==> src/rtl/dp_ram_pkg.sv <==
// Shared constants and types for the DP_RAM front-end arbiter.
// Port encoding matches ram_cs: 1 selects bank A, 0 selects bank B.
package dp_ram_pkg;

  localparam int AW_DEF = 3;
  localparam int DW_DEF = 3;

  localparam logic PORT_A = 1'b1;
  localparam logic PORT_B = 1'b0;

  // One stage of the read-tag pipe: a read is in flight for the given port.
  typedef struct packed {
    logic valid;
    logic port;
  } rd_tag_t;

endpackage

==> src/rtl/rr_arb2.sv <==
// Two-way round-robin arbiter; gnt[PORT_A] is port A, gnt[PORT_B] is port B.
// The last accepted winner loses the next tie.
module rr_arb2
  import dp_ram_pkg::*;
(
  input  logic       clk,
  input  logic       rst_n,
  input  logic [1:0] req,
  input  logic       accept,
  output logic [1:0] gnt
);

  logic last_grant_q;
  logic last_grant_d;

  // NOTE: every signal written in an always_comb gets a default first, so no path leaves it unassigned and no latch is inferred.
  always_comb begin
    gnt = 2'b00;
    unique case (req)
      2'b10:   gnt = 2'b10;
      2'b01:   gnt = 2'b01;
      2'b11:   gnt = (last_grant_q == PORT_A) ? 2'b01 : 2'b10;
      default: gnt = 2'b00;
    endcase

    last_grant_d = last_grant_q;
    if (accept) begin
      last_grant_d = gnt[PORT_A] ? PORT_A : PORT_B;
    end
  end

  // NOTE: state is updated with non-blocking assignments; reset is synchronous, so rst_n is only looked at on the clock edge.
  always_ff @(posedge clk) begin
    if (!rst_n) begin
      last_grant_q <= PORT_B;
    end else begin
      last_grant_q <= last_grant_d;
    end
  end

endmodule

==> src/rtl/dp_ram_arbiter.sv <==
// Front end for the DP_RAM bank pair: arbitrates ports A/B, registers one RAM
// command per cycle and steers synchronous read data back to the requesting port.
module dp_ram_arbiter
  import dp_ram_pkg::*;
#(
  parameter int AW = AW_DEF,
  parameter int DW = DW_DEF
) (
  input  logic          clk,
  input  logic          rst_n,

  input  logic          a_req_valid,
  output logic          a_req_ready,
  input  logic          a_req_we,
  input  logic [AW-1:0] a_req_addr,
  input  logic [DW-1:0] a_req_wdata,
  output logic          a_rsp_valid,
  output logic [DW-1:0] a_rsp_rdata,

  input  logic          b_req_valid,
  output logic          b_req_ready,
  input  logic          b_req_we,
  input  logic [AW-1:0] b_req_addr,
  input  logic [DW-1:0] b_req_wdata,
  output logic          b_rsp_valid,
  output logic [DW-1:0] b_rsp_rdata,

  output logic          ram_cs,
  output logic          ram_we,
  output logic [AW-1:0] ram_addr_a,
  output logic [AW-1:0] ram_addr_b,
  output logic [DW-1:0] ram_data_a,
  output logic [DW-1:0] ram_data_b,
  input  logic [DW-1:0] ram_data_aout,
  input  logic [DW-1:0] ram_data_bout
);

  logic [1:0] req;
  logic [1:0] gnt;
  logic       a_acc;
  logic       b_acc;
  logic       accept;

  logic          ram_cs_q,     ram_cs_d;
  logic          ram_we_q,     ram_we_d;
  logic [AW-1:0] ram_addr_a_q, ram_addr_a_d;
  logic [AW-1:0] ram_addr_b_q, ram_addr_b_d;
  logic [DW-1:0] ram_data_a_q, ram_data_a_d;
  logic [DW-1:0] ram_data_b_q, ram_data_b_d;

  // tag0 is captured at acceptance; tag1 lines up with the cycle the RAM output is valid.
  rd_tag_t tag0_q, tag0_d;
  rd_tag_t tag1_q, tag1_d;

  always_comb begin
    req          = 2'b00;
    req[PORT_A]  = a_req_valid;
    req[PORT_B]  = b_req_valid;
  end

  rr_arb2 u_arb (
    .clk    (clk),
    .rst_n  (rst_n),
    .req    (req),
    .accept (accept),
    .gnt    (gnt)
  );

  // Masking ready with rst_n keeps a requester from seeing a handshake on a reset edge.
  assign a_req_ready = gnt[PORT_A] & rst_n;
  assign b_req_ready = gnt[PORT_B] & rst_n;
  assign a_acc       = a_req_valid & a_req_ready;
  assign b_acc       = b_req_valid & b_req_ready;
  assign accept      = a_acc | b_acc;

  always_comb begin
    ram_cs_d     = ram_cs_q;
    ram_we_d     = 1'b0;
    ram_addr_a_d = ram_addr_a_q;
    ram_addr_b_d = ram_addr_b_q;
    ram_data_a_d = ram_data_a_q;
    ram_data_b_d = ram_data_b_q;
    tag0_d       = '{valid: 1'b0, port: PORT_B};
    tag1_d       = tag0_q;

    if (a_acc) begin
      ram_cs_d     = PORT_A;
      ram_we_d     = a_req_we;
      ram_addr_a_d = a_req_addr;
      ram_data_a_d = a_req_wdata;
      tag0_d       = '{valid: ~a_req_we, port: PORT_A};
    end else if (b_acc) begin
      ram_cs_d     = PORT_B;
      ram_we_d     = b_req_we;
      ram_addr_b_d = b_req_addr;
      ram_data_b_d = b_req_wdata;
      tag0_d       = '{valid: ~b_req_we, port: PORT_B};
    end
  end

  always_ff @(posedge clk) begin
    if (!rst_n) begin
      ram_cs_q     <= PORT_A;
      ram_we_q     <= 1'b0;
      ram_addr_a_q <= '0;
      ram_addr_b_q <= '0;
      ram_data_a_q <= '0;
      ram_data_b_q <= '0;
      tag0_q       <= '{valid: 1'b0, port: PORT_B};
      tag1_q       <= '{valid: 1'b0, port: PORT_B};
    end else begin
      ram_cs_q     <= ram_cs_d;
      ram_we_q     <= ram_we_d;
      ram_addr_a_q <= ram_addr_a_d;
      ram_addr_b_q <= ram_addr_b_d;
      ram_data_a_q <= ram_data_a_d;
      ram_data_b_q <= ram_data_b_d;
      tag0_q       <= tag0_d;
      tag1_q       <= tag1_d;
    end
  end

  assign ram_cs     = ram_cs_q;
  assign ram_we     = ram_we_q;
  assign ram_addr_a = ram_addr_a_q;
  assign ram_addr_b = ram_addr_b_q;
  assign ram_data_a = ram_data_a_q;
  assign ram_data_b = ram_data_b_q;

  assign a_rsp_valid = tag1_q.valid & (tag1_q.port == PORT_A);
  assign b_rsp_valid = tag1_q.valid & (tag1_q.port == PORT_B);
  assign a_rsp_rdata = a_rsp_valid ? ram_data_aout : '0;
  assign b_rsp_rdata = b_rsp_valid ? ram_data_bout : '0;

endmodule
==> config.mk <==
export PLATFORM = sky130hd
export DESIGN_NAME = dp_ram_arbiter
export DESIGN_NICKNAME = d
export VERILOG_FILES = /design/src/rtl/dp_ram_pkg.sv /design/src/rtl/rr_arb2.sv /design/src/rtl/dp_ram_arbiter.sv
export SDC_FILE = /design/constraint.sdc
export NUM_CORES = 1
export LEC_CHECK = 0
export BUFFER_PORTS_ARGS = -buffer_cell sky130_fd_sc_hd__buf_2
export CAP_MARGIN = 25
export CORE_AREA = 2 2 48 50
export CTS_BUF_LIST = sky130_fd_sc_hd__clkbuf_4
export CTS_CLUSTER_SIZE = 10
export DETAILED_ROUTE_END_ITERATION = 10
export DIE_AREA = 0 0 50 52
export PLACE_DENSITY = 0.74
export SLEW_MARGIN = 20
export SYNTH_ARGS = -nofsm -noshare
export SYNTH_HDL_FRONTEND = slang
export SYNTH_SLANG_ARGS = --single-unit
==> constraint.sdc <==
create_clock -name clk -period 0.9 [get_ports clk]
set_input_delay 0.135 -clock clk [delete_from_list [all_inputs] [get_ports clk]]
set_output_delay 0.135 -clock clk [all_outputs]
set_load 0.02 [all_outputs]
== Word-level counts from Yosys, hierarchy flattened ==
Cells that the tools add are included.
Widths: inputs -> output; s select.

* Bits in read-only memories: 0
* Register bits: 19
* Output and inout bits: 24
* Latch bits: 0
* Bits in writable memories: 0
* Memories: 0

* Muxes and demuxes: 9
* $lt $le $gt $ge: 0
* Bitwise logic cells: 12
* $mul: 0
* Eq/ne operators: 3
* Shifts and indexed selects: 0
* Reduce and logical (&&, ||, !) cells: 2
* $add $sub $neg: 0
* Divide/modulo/power cells: 0

{| class="wikitable"
|+ Operators with widths
! operator !! count
|-
| $and 1x1->1 || 6
|-
| $mux 2 || 3
|-
| $mux 3 || 2
|-
| $pmux 2 s3 || 1
|-
| $not 1->1 || 5
|-
| $eq 2x2->1 const B || 2
|-
| $mux 1 || 3
|-
| $eq 2x1->1 const B || 1
|-
| $reduce_and 2->1 || 1
|-
| $reduce_or 2->1 || 1
|-
| $or 1x1->1 || 1
|}

== Logic depth before layout (Yosys ltp) ==
* Depth after elaboration: 6
* Depth in mapped cells: 4
* Mapped depth without buffers: 3

== Modules after synthesis ==
From an unflattened synthesis, not the netlist that was laid out.

* Cells, all modules: 87
* Area, all modules: 757.0 µm²

{| class="wikitable"
|+ By module, submodules not included
! module !! seq. area each (µm²) !! instances !! cells each !! area each (µm²)
|-
| dp_ram_arbiter || 360.3 || 1 || 81 || 696.9
|-
| rr_arb2 || 20.0 || 1 || 6 || 60.1
|}

== Worst setup path before layout ==
Ideal clock, no wire load.

* Path kind: reg2out
* From: reg tag1_q[1] (netlist name)
* To: out b_rsp_rdata[0]
* Data required time: 765 ps
* Arrival time: 1038 ps
* Path slack: -273 ps
* Stages on the path, launching flop included: 3
* Path through: dfxtp_1 > nor2b_1 > and2_1

* Cells in the longest elaborated chain, start to end: 2

{| class="wikitable"
|+ Ends and longest elaborated chain
! what !! line !! RTL
|-
| from (decl) || dp_ram_arbiter.sv:53 || <nowiki>rd_tag_t tag1_q, tag1_d;</nowiki>
|-
| from (signal assigned) || dp_ram_arbiter.sv:110 || <nowiki>tag1_q <= '{valid: 1'b0, port: PORT_B};</nowiki>
|-
| from (signal assigned) || dp_ram_arbiter.sv:119 || <nowiki>tag1_q <= tag1_d;</nowiki>
|-
| $and 1x1->1 || dp_ram_arbiter.sv:131 || <nowiki>assign b_rsp_valid = tag1_q.valid & (tag1_q.port == PORT_B);</nowiki>
|-
| net b_rsp_valid || dp_ram_arbiter.sv:25 || <nowiki>output logic b_rsp_valid,</nowiki>
|-
| $mux 3 || dp_ram_arbiter.sv:133 || <nowiki>assign b_rsp_rdata = b_rsp_valid ? ram_data_bout : '0;</nowiki>
|-
| to (decl) || dp_ram_arbiter.sv:26 || <nowiki>output logic [DW-1:0] b_rsp_rdata,</nowiki>
|}

The timed path passes the listed nets, and every way through them passes these cells.

== Worst setup path in the final report ==
* From: reg tag1_q[1] (netlist name)
* To: out b_rsp_rdata[2]

* Cells in the longest elaborated chain, start to end: 2

{| class="wikitable"
|+ Ends and longest elaborated chain
! what !! line
|-
| $and 1x1->1 || dp_ram_arbiter.sv:131
|-
| $mux 3 || dp_ram_arbiter.sv:133
|}

Every way passes these cells.

==> reports/qor.csv <==
metric,value,unit
Site Rows,17,
1st-iter DRT viols,7,
Die W,50,um
number of CTS-inserted buffers,3,
Leak,0.6690,nW
Max rail drop VDD,0.001093,V
FILL cells,194,
share of layout cells above drive strength 1,64.63,%
vias in the first global route,787,
proportion of power drawn by combinational gates,24.6,%
Least-Margin Pin Slew,177.7,ps
routed wire length,2042,um
ys flop type,dfxtp_1,
cts hold-fix bufs,0,
critical path type,flip-flop to output pin,
Switching Share,25.98,%
Sequential cell area,404.1,um^2
Die Height,52,um
Vias/cell,4.623,
Worst setup SP type,flip-flop,
Final Cycle Share,132.4,%
largest fanout on the critical path,4,
Worst-path clk slew,100,ps
# diodes,0,
fin nets,172,
largest net degree at the start of global routing,14,
DIE AREA,0.002600,mm^2
worst setup margin,-291.7,ps
synth cell count leaders,"21 x nand2_1, 19 x dfxtp_1, 8 x and2_1",
grt ovf,0,
DR pass1 iterations,4,
Syn. warnings,0,
Post-Syn Instances,88,
first-pass GRT wire length,3160,um
Critical Path AT,1060,ps
post-synthesis register bit count,19,
HP Class,input port to flip-flop,
Clock power frac,23.6,%
PD cells,1328,mW/mm^2
violations in the final reports,negative setup slack,
"Cell Area, Synth",778.2,um^2
Root Buffer,clkbuf_4,
RSZ-0062 raised after global routing,true,
Post-synth EDFFs,0,
All-Layer GR Usage,15.76,%
largest cells by area after synthesis,"dfxtp_1 49%, nand2_1 10%, mux2i_1 7.7%",
DR vias,809,
Seq pwr share,51.8,%
synth unique cells,18,
Tmin final,1192,ps
Switch Pwr,472.3,uW
Setup Skew,2.292,ps
Core Box Area,0.002106,mm^2
"antenna viol nets, final",0,
post-synthesis async set-or-reset flop share,0,%
leading area contributor after synthesis,dfxtp_1,
Layout area overhead,75.88,%
Avg WL per Cell,11.67,um
cell internal pwr,1.345,mW
Max Clk Rate,839.1,MHz
CTS Buffer Depth,2,
"Req. time, crit path",760,ps
Avg Inst Size Synth,8.844,um^2
Setup-failing EPs final,25,
area of the multi-input gates,400.4,um^2
Max H-tree Level,1,
Worst Setup Slack post-DPL,-42.34,ps
gp weighted congestion,0.7147,
max_cap viols,0,
DP HPWL,1352,um
CTS tree,built,
worst skew pair latency,280,ps
slew margin rel.,88.05,%
initial core utilization,36.96,%
final hold vios,0,
Synth top area share,48.87,%
syn_nets,112,
initial antenna violation count,0,
CTS Sinks,19,
CP Capture Type,output pin,
Area after DPL,0.001107,mm^2
num ports,48,
sequential element share of the synthesized area,48.87,%
Port Buf Inserts,47,
"Slew Viols, Final",0,
Final Cell Area,0.001369,mm^2
status,finished with violations,
drt drc,0,
top-count cell post-synth,nand2_1,
sequential cells by signal, indices dropped and copies added (netlist names):
signal	count
tag1_q	2
ram_data_b	3
ram_data_a	3
tag0_q	2
ram_cs	1
u_arb.last_grant_q	1
ram_addr_a	3
ram_addr_b	3
ram_we	1
final timing paths:
path                                         start              to  slack (ps)  cells after the start
worst max-delay path                     tag1_q[1]  b_rsp_rdata[2]        -290                      3
worst min-delay path                      b_req_we       tag0_q[1]          50                      2
worst max register to register  u_arb.last_grant_q   ram_addr_b[2]        -110                      3
worst min register to register           tag0_q[1]       tag1_q[1]         450                      1
cells in the final DEF, fill, tap and decap left out, types with 2 or more instances in the layout:
cell type,count
buf_6,25
buf_2,24
nand2_1,21
dfxtp_2,16
buf_4,10
o21ai_1,6
mux2i_1,5
nand3_1,4
clkbuf_4,4
and2_2,3
and2_1,3
and3_1,3
nand3_2,3
inv_1,2
and2_4,2
o21ai_0,2
dfxtp_1,2
per-layer routing:
| metal | track usage, % | vias up | routed length [um] |
|---|---|---|---|
| met3 | 4.310 | 2 | 157 |
| met4 | 5.556 | 0 | 11 |
| met1 | 16.73 | 364 | 777 |
| met5 | 0 | - | 0 |
| met2 | 29.61 | 36 | 1096 |
| li1 | - | 407 | - |
cell type report:
class	instances	share of cell area (%)
timing repair buffer	60	35.92
clock buffer	4	2.194
tap	28	2.559
multi-input combinational	62	29.25
sequential	19	29.52
inverter	2	0.5484
power by group through the flow:
stage               clock network, mW  registers [mW]  logic, mW
finish                          0.429           0.941      0.447
global route                    0.482           0.948      0.485
CTS                             0.450           0.936      0.408
detailed placement                  0           0.942      0.349
global placement                    0           0.940      0.339
floorplan                           0           0.992      0.144
logic make-up (layout without fill, tap and decap cells):
kind of cell,Yosys count,count (layout),synth area share (%)
AOI/OAI and AO/OA,12,12,11.25
muxes,6,6,7.717
buffers and inverters,7,66,4.984
DFF,19,19,48.87
and+or+nand+nor,44,44,27.17
stage by stage:
step,util (%),cells,total power [mW],TNS [ps],hold slack [ps]
detailed placement,52.58,166,1.291,-186.8,350.4
global route,65.00,175,1.915,-4902,49.56
floorplan,-,88,1.136,-49.63,238.5
CTS,60.19,172,1.794,-3830,43.98
global placement,52.58,166,1.279,0,341.5
finish,65.00,175,1.818,-3659,52.70
timing repair:
item | CTS | global route
pin swaps | 1 | 2
resized for setup | 47 | 31
endpoints found under the setup margin | 32 | 39
setup buffers | 2 | 5
worst max-delay path, stage by stage, from the launching register on:
cell and delay, ps:
dfxtp_2 330, nor2b_4 130, and2_2 200, buf_6 130
Power figures use the tool's default switching activity.
